===== config.mk =====
export PLATFORM = sky130hd
export DESIGN_NAME = tx_gearbox
export DESIGN_NICKNAME = d
export VERILOG_FILES = /design/src/rtl/tx_gearbox.sv
export SDC_FILE = /design/constraint.sdc
export NUM_CORES = 1
export LEC_CHECK = 0
export CORE_MARGIN = 2
export CORE_UTILIZATION = 30
export CTS_BUF_LIST = sky130_fd_sc_hd__clkbuf_8
export DETAILED_ROUTE_END_ITERATION = 7
export SYNTH_ARGS = -nofsm -noshare
export SYNTH_HDL_FRONTEND = slang
export SYNTH_SLANG_ARGS = --single-unit

===== constraint.sdc =====
create_clock -name i_clk -period 2.3 [get_ports i_clk]
set_input_delay 0.23 -clock i_clk [delete_from_list [all_inputs] [get_ports i_clk]]
set_output_delay 0.23 -clock i_clk [all_outputs]
set_load 0.03 [all_outputs]

===== src/rtl/tx_gearbox.sv =====
// 64b/66b transmit gearbox: packs 2-bit sync headers and 32-bit payload words
// into a continuous stream of DATA_WIDTH-bit transceiver words. One pause
// cycle every SLOTS+1 cycles absorbs the header overhead.
module tx_gearbox #(
  parameter int DATA_WIDTH = 32,
  parameter int HDR_WIDTH  = 2
) (
  input  logic                  i_clk,
  input  logic                  i_reset,
  input  logic [DATA_WIDTH-1:0] i_tx_data,
  input  logic                  i_tx_data_valid,
  input  logic [HDR_WIDTH-1:0]  i_tx_sync_hdr,
  input  logic                  i_tx_sync_hdr_valid,
  output logic                  o_tx_data_ready,
  output logic [DATA_WIDTH-1:0] o_tx_data,
  output logic                  o_tx_underflow,
  output logic                  o_hdr_err
);

  // Word slots per period; the header bits of SLOTS/2 blocks add up to one
  // full output word, which is drained on the pause cycle.
  localparam int SLOTS = 2 * DATA_WIDTH / HDR_WIDTH;
  localparam int SW    = $clog2(SLOTS + 1);
  localparam int BW    = 2 * DATA_WIDTH;
  localparam int CW    = $clog2(BW + 1);
  localparam logic [SW-1:0] PAUSE = SW'(SLOTS);

  logic [SW-1:0]         seq_q, seq_d;
  logic                  phase_q, phase_d;
  logic [DATA_WIDTH-1:0] res_q, res_d;
  logic [CW-1:0]         cnt_q, cnt_d;
  logic [DATA_WIDTH-1:0] data_q, data_d;
  logic                  uf_q, uf_d;
  logic                  he_q, he_d;

  logic                  slot;
  logic [DATA_WIDTH-1:0] word;
  logic [HDR_WIDTH-1:0]  hdr;
  logic [BW-1:0]         app;
  logic [BW-1:0]         cat;
  logic [CW-1:0]         app_len;

  // A word slot is every non-pause cycle outside reset.
  assign slot            = (seq_q != PAUSE) && !i_reset;
  assign o_tx_data_ready = slot;
  assign o_tx_data       = data_q;
  assign o_tx_underflow  = uf_q;
  assign o_hdr_err       = he_q;

  // Append this cycle's bits above the residual, emit the low word, keep the rest.
  always_comb begin
    seq_d   = (seq_q == PAUSE) ? '0 : seq_q + SW'(1);
    word    = i_tx_data_valid ? i_tx_data : '0;
    hdr     = i_tx_data_valid ? i_tx_sync_hdr : '0;
    app     = '0;
    app_len = '0;
    if (slot) begin
      if (!phase_q) begin
        app     = {{(BW - DATA_WIDTH - HDR_WIDTH){1'b0}}, word, hdr};
        app_len = CW'(DATA_WIDTH + HDR_WIDTH);
      end else begin
        app     = {{(BW - DATA_WIDTH){1'b0}}, word};
        app_len = CW'(DATA_WIDTH);
      end
    end
    // Occupancy peaks at 2*DATA_WIDTH (residual 30 + 34 appended), so BW suffices.
    cat     = {{DATA_WIDTH{1'b0}}, res_q} | (app << cnt_q);
    data_d  = cat[DATA_WIDTH-1:0];
    res_d   = cat[BW-1:DATA_WIDTH];
    cnt_d   = cnt_q + app_len - CW'(DATA_WIDTH);
    phase_d = slot ? ~phase_q : phase_q;
    uf_d    = slot && !i_tx_data_valid;
    // Header-valid must be high exactly on phase-0 words.
    he_d    = slot && i_tx_data_valid && (i_tx_sync_hdr_valid == phase_q);
  end

  // State and output registers; reset discards any buffered bits.
  always_ff @(posedge i_clk) begin
    if (i_reset) begin
      seq_q   <= '0;
      phase_q <= 1'b0;
      res_q   <= '0;
      cnt_q   <= '0;
      data_q  <= '0;
      uf_q    <= 1'b0;
      he_q    <= 1'b0;
    end else begin
      seq_q   <= seq_d;
      phase_q <= phase_d;
      res_q   <= res_d;
      cnt_q   <= cnt_d;
      data_q  <= data_d;
      uf_q    <= uf_d;
      he_q    <= he_d;
    end
  end

endmodule


==> results_dict.tcl <==
set metrics [dict create \
    clkSlewWorstSetupHoldPaths_ns 0.08 \
    setup.worst_path.end "o_tx_data[12]" \
    via_per_inst 5.83 \
    instances_no_fill 992 \
    final_area_um2 7510 \
    vdd_drop_max_mv 0.297 \
    syn_inst 609 \
    seq_area_frac_synth 0.285 \
    startpoint "seq_q[0]" \
    synth_area_leaders "dfxtp_1 (29%), mux4_2 (14%), mux2i_1 (8.7%)" \
    syn2layout_area_growth_pct 35.5 \
    tightestPinTransition_ns 0.885 \
    status "complete, no violations" \
    maxCapViolCount 0 \
    ys_warn_count 0 \
    cp_max_fo 11 \
    io_pins 73 \
    fin_ws_ns 0.0785 \
    synth_top_flop_cell "dfxtp_1" \
    drtIter0Drc 689 \
    cts_buffers 9 \
    syn_area_um2 5550 \
    detail_route.wirelength_mm 21.6 \
    grt_overflow 0 \
    ctsRootBufferMaster "clkbuf_8" \
    yosysUniqueCellTypes 81 \
    placed_cell_area_um2 7210 \
    ff2ff_setup_slack_ns 0.08 \
    power_per_cell_area_nw_per_um2 550 \
    reg2reg_to "o_tx_data[12]" \
    n_antenna_cell 0 \
    cp-start-kind "flip-flop" \
    dp_slack_ns -0.0181 \
    endpoint_kind "flip-flop" \
    rows 49 \
    slew_headroom 0.405 \
    htree_num_levels 3 \
    crit_required_ns 2.56 \
    fin_hold_ws_ns 0.435 \
    timing.fmax_ghz 0.450 \
    insertion_delay_ns 0.37 \
    hpwl_mm 16.5 \
    cts_sinks 79 \
    postRouteAntennaNets 0 \
    grt_max_degree 40 \
    core_um2 18000 \
    drv_slew 0 \
    drive_gt1_frac 0.262 \
    dieArea_um2 19600 \
    antenna_found_initial 0 \
    post-route-util 0.417 \
    vias 5788 \
    avgSynthCellArea_um2 9.11 \
    arrival_ns 2.48 \
    dp_cells 971 \
    clock-skew-final_ns 0.00981 \
    ff2ff_path_depth 9 \
    start_util 0.308 \
    design_power_total_mw 4.13 \
    die-width_um 140 \
    track_usage 0.221 \
    hp-class "reg -> reg" \
    r2r_start "seq_q[0]" \
    cts_tree "done" \
    setup_tns_ns 0 \
    synth-seq-cells 79 \
    synth_edf_count 0 \
    postSynth.asyncResetShare 0 \
    grt_pass1_wl_mm 33.3 \
    period_share 0.966 \
    setup_violations 0 \
    hold_violations 0 \
    finalWeightedCongestion 1.01 \
    drc 0 \
    die_h_um 140 \
    wl_per_cell_um 21.8 \
    nNetsFinal 803 \
    path_class "reg -> reg" \
    drt_pass1_iterations 5 \
    clock_path_buffers 2 \
    yosys.area.top_type "dfxtp_1" \
    synth_fp_nets 653 \
    min_period_ns 2.22 \
    port_buffers 72 \
    first_global_vias 5645 \
    p_leak_nw 2.72 \
    synth_top_area_frac 0.285 \
]
[metal layers]
| metal | global-route usage | vias to the layer above | routed length [µm] |
|---|---|---|---|
| li1 | - | 2644 | - |
| met4 | 0.109 | 0 | 1170 |
| met1 | 0.294 | 2757 | 9080 |
| met5 | 0 | - | 0 |
| met3 | 0.0485 | 74 | 1730 |
| met2 | 0.340 | 313 | 9630 |
[worst min path at each step]
stage	from	to	cells after the start
after floorplan	i_tx_sync_hdr_valid	o_hdr_err	2
after detailed placement	res_q[13]	o_tx_data[13]	2
final	res_q[13]	o_tx_data[13]	2
after global placement	res_q[21]	o_tx_data[21]	2
after CTS	res_q[13]	o_tx_data[13]	2
after global routing	res_q[13]	o_tx_data[13]	2
[worst max-delay path, cell delays in order (launching register included)]
cell,delay [ns]
dfxtp_1,0.33
inv_1,0.05
ha_1,0.20
and4bb_2,0.26
a21oi_4,0.16
buf_4,0.13
buf_4,0.19
and2_1,0.33
o21ai_0,0.16
a21oi_1,0.30
[cell type report]
cell class | instances | area [µm²]
clock buffers | 11 | 151
repair buffers | 186 | 1670
fillers | 1835 | 10500
flip-flops and latches | 79 | 1590
clock inverters | 4 | 53.8
well taps | 229 | 287
multi-input cells | 467 | 3710
inverters | 16 | 60.1
[logic make-up after synthesis]
family,count (synthesis),share of synthesized area
muxes,94,0.250
and+or+nand+nor,188,0.159
DFF,79,0.285
buffers and inverters,63,0.0544
xor gates and xnor gates,9,0.0142
adders and majority gates,6,0.0135
AOI/OAI and AO/OA,170,0.224
[sequential cells by signal (all words and copies together), names as in the netlist]
register / count
seq_q: 6
res_q: 32
o_hdr_err: 1
phase_q: 1
cnt_q: 6
o_tx_underflow: 1
o_tx_data: 32
[what timing repair did]
item | CTS | global route
resized for setup | 0 | 12
hold buffers | 0 | 0
buffers inserted | 0 | 5
endpoints found under the setup margin | 0 | 18
[cells in the mapped netlist, types with 3 or more instances]
master and n:
o31ai_1 4, buf_6 3, nor2b_1 8, ha_1 6, a32oi_1 8, o32ai_1 3
nand4_1 3, clkbuf_1 27, nand2_1 43, xnor2_1 5, nor2_1 71, o21ai_0 12
dfxtp_1 79, or2_2 3, o21ai_1 12, o21a_1 3, or3_1 4, xor2_1 4
nor3_1 18, o32a_1 3, nand2b_1 6, nand3_1 13, o22ai_1 18, a211oi_1 3
buf_2 9, mux4_2 34, mux2i_1 48, a31oi_1 6, mux2_2 10, o2bb2ai_1 8
a22o_1 3, o211ai_1 8, buf_1 5, a21oi_1 33, inv_1 13, o221ai_1 8
a22oi_1 8
[cell usage in the layout, fill, tap and decap left out, types with 8 or more instances in the layout]
master and instances:
a21oi_1 33, a22oi_1 8, a32oi_1 8, buf_4 108, clkbuf_8 11, clkdlybuf4s50_1 71, dfxtp_1 75, inv_1 13
mux2_2 10, mux2i_1 47, mux4_2 34, nand2_1 43, nand3_1 13, nor2_1 69, nor2b_1 8, nor3_1 18
o211ai_1 8, o21ai_0 12, o21ai_1 12, o221ai_1 8, o22ai_1 18, o2bb2ai_1 8
[where the power goes]
group          internal [mW]  switching, mW
clock                  0.559          0.548
combinational          0.709          0.858
sequential              1.43         0.0334
No activity file was read; power rests on OpenSTA's default activity.
==> edit 1, RTL diff (same flow settings) <==
The output `o_tx_underflow` loses its register stage (`uf_q` becomes a continuous assignment).
--- a/src/rtl/tx_gearbox.sv
+++ b/src/rtl/tx_gearbox.sv
@@ -84,3 +84,2 @@
       data_q  <= '0;
-      uf_q    <= 1'b0;
       he_q    <= 1'b0;
@@ -92,3 +91,2 @@
       data_q  <= data_d;
-      uf_q    <= uf_d;
       he_q    <= he_d;
@@ -97,2 +95,4 @@
 
+  assign uf_q = uf_d;
+
 endmodule
Behaviour: not the same (Yosys sat finds a counterexample within 4 cycles, from zero or initial values and one cycle with i_reset high).
==> edit 1 against the unedited design <==
  * Area after synthesis rose by 1.4%
  * Worst hold slack lost 0.0041 ns
  * Cell area rose by 4.4%
  * Combinational power grew 4%
  * Sequential share of layout area fell by 1.1 points
  * Setup slack worse by 0.0022 ns
  * Sequential cell count is 1 lower
  * Critical path depth is 2 lower
  * Routed wire length grew 4.8%
  * Count of clock-buffer cells in the layout shrank 2
  * Total power down 2.6%
  * Cell count is 7.3% higher
  * Fmax about the same
==> edit 1: results (changes against the unedited design) <==
* Total via count after detailed routing: 6044 (was 5788)
- Final Skew: 0.0131 ns (was 0.00981 ns)
- Fraction of layout cells with a size suffix above 1: 0.299 (was 0.262)
* Vias in the first global route: 5805 (was 5645)
- Number of cells after detailed placement: 1043 (was 971)
- The worst hold margin is 0.431 ns (was 0.435 ns).
- HPWL Detailed: 17800 um (was 16500 um)
- Commonest cells post-synth: dfxtp_1, nor2_1, nand2_1, mux2i_1 (was dfxtp_1, nor2_1, mux2i_1, nand2_1, mux4_2)
- The maximum achievable frequency came to 450 MHz (about the same).
- Clock Latency Late Sink: 0.37 ns (about the same)
* Post-synthesis cell type count: 74 (was 81)
- Antenna violations before repair: 0 (unchanged)
- Psw: 1460 uW (was 1440 uW)
* Top Family by Delay on Critical Path: multiplexers (was compound AO/OA/AOI/OAI gates)
- The master of the slowest instance on the critical path is mux4_2 (was dfxtp_1).
- Final-stage net count: 869 (was 803)
- First-pass GRT wire length: 34500 um (was 33300 um)
- The post-place instance area is 7610 um^2 (was 7210 um^2).
- Adder and majority cell fraction of the synthesized area: 0.0133 (was 0.0135)
- Initial DRT Pass Iterations: 6 (was 5)
- Share of the synthesized netlist area taken by xor and xnor gates: 0.0171 (was 0.0142)
- GR Util All Layers: 0.228 (was 0.221)
- Post-synthesis sequential area ratio: 0.278 (was 0.285)
- Result of the run: completed (unchanged).
- Critical register-to-register path endpoint: o_tx_data[10] (was o_tx_data[12])
- The number of standard cells in the final layout excluding fillers was 1064 (was 992).
- GP Congestion: 1.01 (about the same)
- Number of instances in the synthesized netlist: 640 (was 609)
- The largest net degree at the start of global routing was 24 (was 40).
* Portion of netlist area occupied by mux cells: 0.222 (was 0.250)
* Drt initial violations: 460 (was 689)
* IR drop worst, VDD: 0.198 mV (was 0.297 mV)
- Crit path largest cell delay: 0.49 ns (was 0.33 ns)
- The pin slew with the least headroom to its limit was 0.676 ns (was 0.885 ns).
- The minimum setup slack after placement came to -0.0628 ns (was -0.0181 ns).
- Leak Pwr: 0.00287 uW (was 0.00272 uW)
- Synth area leaders: dfxtp_1, mux4_2, mux2i_1, nor2_1, mux2_2 (was dfxtp_1, mux4_2, mux2i_1, nor2_1, a21oi_1).
- The post-synth net total is 684 (was 653).
- The synthesized-area fraction occupied by ao, oa, aoi and oai cells was 0.223 (was 0.224).
- The cell depth of the worst flop-to-flop path was 7 (was 9).
* Total wirelength of the detailed-routed design: 22600 um (was 21600 um)
## edit 1: final cells by class
class | instances | area [um^2]
tap | 234 | 293
clock inverter | 7 | 35.0
inverter | 15 | 56.3
sequential | 78 | 1570
fill | 1870 | 10700
clock buffer | 9 | 124
multi-input combinational | 500 | 3850
timing repair buffer | 221 | 1920
## edit 1: routing by layer
metal	up-vias	global-route usage	routed length, um
met5	-	0	0
met1	2845	0.310	9910
met3	72	0.0482	1810
met2	311	0.349	9900
li1	2816	-	-
met4	0	0.101	1030
## edit 1: power by group through the flow
stage / registers (uW) / clock network [uW] / logic, uW
floorplan: 1520 / 0 / 800
global placement: 1500 / 0 / 1580
detailed placement: 1500 / 0 / 1580
CTS: 1470 / 941 / 1600
global route: 1470 / 1000 / 1740
finish: 1460 / 922 / 1640
## edit 1: what timing repair did
item                       in CTS  in global routing
setup buffers                   2                  3
setup endpoints to repair       5                 10
gates resized for setup         2                  5
pin swaps                       0                  0
hold buffers                    0                  0
hold endpoints to repair        0                  0
==> edit 2, RTL diff (config.mk and constraints unchanged) <==
Made on the original files. `DATA_WIDTH`: 32 -> 128.
--- a/src/rtl/tx_gearbox.sv
+++ b/src/rtl/tx_gearbox.sv
@@ -4,3 +4,3 @@
 module tx_gearbox #(
-  parameter int DATA_WIDTH = 32,
+  parameter int DATA_WIDTH = 128,
   parameter int HDR_WIDTH  = 2
Ports: changed (resized i_tx_data and o_tx_data); port bits go from 73 to 265. No check against the original RTL was run, so the function may have changed too.
==> edit 2 against the unedited design <==
  * The flow now finishes with violations (setup timing)
  * Setup slack got worse by 0.98 ns
  * Global-route usage grew 21 points
  * Cell area rose to 5.2 times the old value
  * Cell count grew to 4.4 times the old value
  * Non-clock buffer count increased by 1131
  * Total power rose to 4.7 times the old value
  * Sequential cell count up 196
  * Fmax is 31% lower
  * Routed wire length rose to 7.3 times the old value
  * Area after synthesis rose to 3.7 times the old value
  * First-iteration DRC count grew to 4.2 times the old value
  * Worst hold slack worse by 0.37 ns
  * Largest cell class unchanged
  * Die area grew to 3.6 times the old value
  * Sequential share of layout area fell by 7.0 points
==> edit 2: results (changes against the unedited design) <==
* Crit path largest cell delay: 0.53 ns (was 0.33 ns)
- Leak Pwr: 0.0151 uW (was 0.00272 uW)
- The master of the slowest instance on the critical path is mux4_2 (was dfxtp_1).
* Result of the run: finished with violations (was completed)
- Critical register-to-register path endpoint: res_q[41] (was o_tx_data[12])
- GP Congestion: 1.08 (was 1.01)
- Pre-CTS WS: -1.17 ns (was -0.0181 ns)
- Arrival time of the worst setup path: 3.72 ns (was 2.48 ns)
* Post-synthesis sequential area ratio: 0.266 (was 0.285)
* Antenna violations before repair: 3 (was 0)
* Fraction of layout cells with a size suffix above 1: 0.561 (was 0.262)
- Total number of yosys warnings: 0 (unchanged)
* Violations in the final reports: setup timing
- Buffer levels on the longest clock path: 3 (was 2)
- Count of buffers from port buffering: 264 (was 72)
* Final-stage net count: 3607 (was 803)
- The cell depth of the worst flop-to-flop path was 11 (was 9).
- The number of vias per cell after detailed routing was 6.22 (was 5.83).
* Fill cell count: 5965 (was 1835)
* Crit path setup slack, layout: -0.905 ns (was 0.0785 ns)
- CTS H-Tree Depth: 2 (was 3)
- Commonest cells post-synth: dfxtp_1, nand2_1, nor2_1, mux2i_1, clkbuf_1 (was dfxtp_1, nor2_1, mux2i_1, nand2_1, mux4_2)
- Post-synthesis cell type count: 83 (was 81)
- The clock latency on the worst-skew pair came to 0.70 ns (was 0.37 ns).
- Cell at the root of the clock tree: clkbuf_8 (unchanged)
* WL/cell: 36.1 um (was 21.8 um)
- The worst setup path startpoint is cnt_q[1] (was seq_q[0]).
- The wire length of the first global-routing pass is 210000 um (was 33300 um).
- Tightest Pin Transition: 1.30 ns (was 0.885 ns)
* Number of nets produced by synthesis: 2461 (was 653)
* Critical path fanouts, max: 7 (was 11)
- The number of detailed-routing iterations run before antenna repair came to 7 (was 5).
- The post-synthesis async set-or-reset flop share was 0 (unchanged).
- After clock tree synthesis, the clock-pin slew on the worst setup and hold paths is 0.09 ns.
- GR Util All Layers: 0.426 (was 0.221)
* Number of clock buffers inserted by TritonCTS: 50 (was 9)
* Critical path start-end classification: reg2reg (unchanged)
- The initial detailed-routing violation count was 2890 (was 689).
- IR drop worst, VDD: 0.382 mV (was 0.297 mV)
- Synth area leaders: dfxtp_1, mux4_2, mux2i_1, mux2_2, nand2_1 (was dfxtp_1, mux4_2, mux2i_1, nor2_1, a21oi_1).
- Maximum number of pins on one net before global-route repair: 66 (was 40)
- Worst hold-check path type: in2reg (was reg2reg)
* Setup violations, final: 260 (was 0)
- Final Skew: 0.0819 ns (was 0.00981 ns)
* HPWL Detailed: 127000 um (was 16500 um)
- Total overflow reported by the global router: 0 (unchanged)
* Vias in the first global route: 25800 (was 5645)
[edit 2: cell families after synthesis]
kind of cell	count (synthesis)	share of synthesized area
compound gates	791	0.272
xor+xnor	14	0.00592
fa+ha+maj	6	0.00362
buf+inv	242	0.0533
flops	275	0.266
mux	385	0.274
simple gates	608	0.126
[edit 2: how the worst min path moves through the flow]
stage	startpoint	to	slack (ns)	cells past startpoint
after detailed placement	res_q[83]	o_tx_data[83]	0.42	1
after floorplan	i_tx_sync_hdr_valid	o_hdr_err	0.37	2
final	i_reset	cnt_q[1]	0.07	4
after CTS	i_reset	phase_q	0.001	4
after global placement	res_q[35]	o_tx_data[35]	0.42	2
after global routing	i_reset	cnt_q[1]	0.08	4
[edit 2: layout make-up]
cell class | instances | area share
multi-input cells | 1804 | 0.477
repair buffers | 1317 | 0.324
flip-flops and latches | 275 | 0.141
well taps | 882 | 0.0282
clock buffers | 61 | 0.0215
clock inverters | 30 | 0.00649
inverters | 19 | 0.00201
diodes | 1 | 0.0000639
[edit 2: metrics by stage]
| step | power [uW] | std cells | cell area (um^2) | TNS [ns] | hold slack, ns |
|---|---|---|---|---|---|
| 4_1_cts | 18000 | 4291 | 34900 | -163.85 | 0.00111 |
| 5_1_grt | 19900 | 4389 | 39100 | -175.88 | 0.0758 |
| 2_1_floorplan | 8220 | 2321 | 21900 | -35.39 | 0.371 |
| 3_5_place_dp | 12200 | 4148 | 32100 | -182.70 | 0.420 |
| 3_3_place_gp | 12200 | 4148 | 32100 | -179.86 | 0.420 |
| 6_report | 19500 | 4389 | 39100 | -164.03 | 0.0677 |
[edit 2: report_power, final]
group | total (uW) | internal [uW] | switching (uW)
Sequential | 4990 | 4920 | 69.8
Clock | 5230 | 2870 | 2350
Combinational | 9240 | 4380 | 4870
Total | 19500 | 12200 | 7290
[edit 2: metal layers]
layer	track usage	vias to the layer above	part of all wire
met1	0.577	13700	0.41
met5	0	-	0
met2	0.645	1850	0.42
li1	-	11400	-
met3	0.0824	378	0.092
met4	0.215	0	0.072
[edit 2: critical path, delay by kind of cell, from the launching register on]
kind | cells | cell delay, ns
muxes | 2 | 0.83
buffers and inverters | 4 | 0.57
DFF | 1 | 0.37
AOI/OAI and AO/OA | 5 | 1.23
[edit 2: repair_timing]
action,CTS,global route
setup buffers,50,132
pin swaps,52,244
cloned,5,5
endpoints found under the setup margin,262,263
resized for setup,252,696
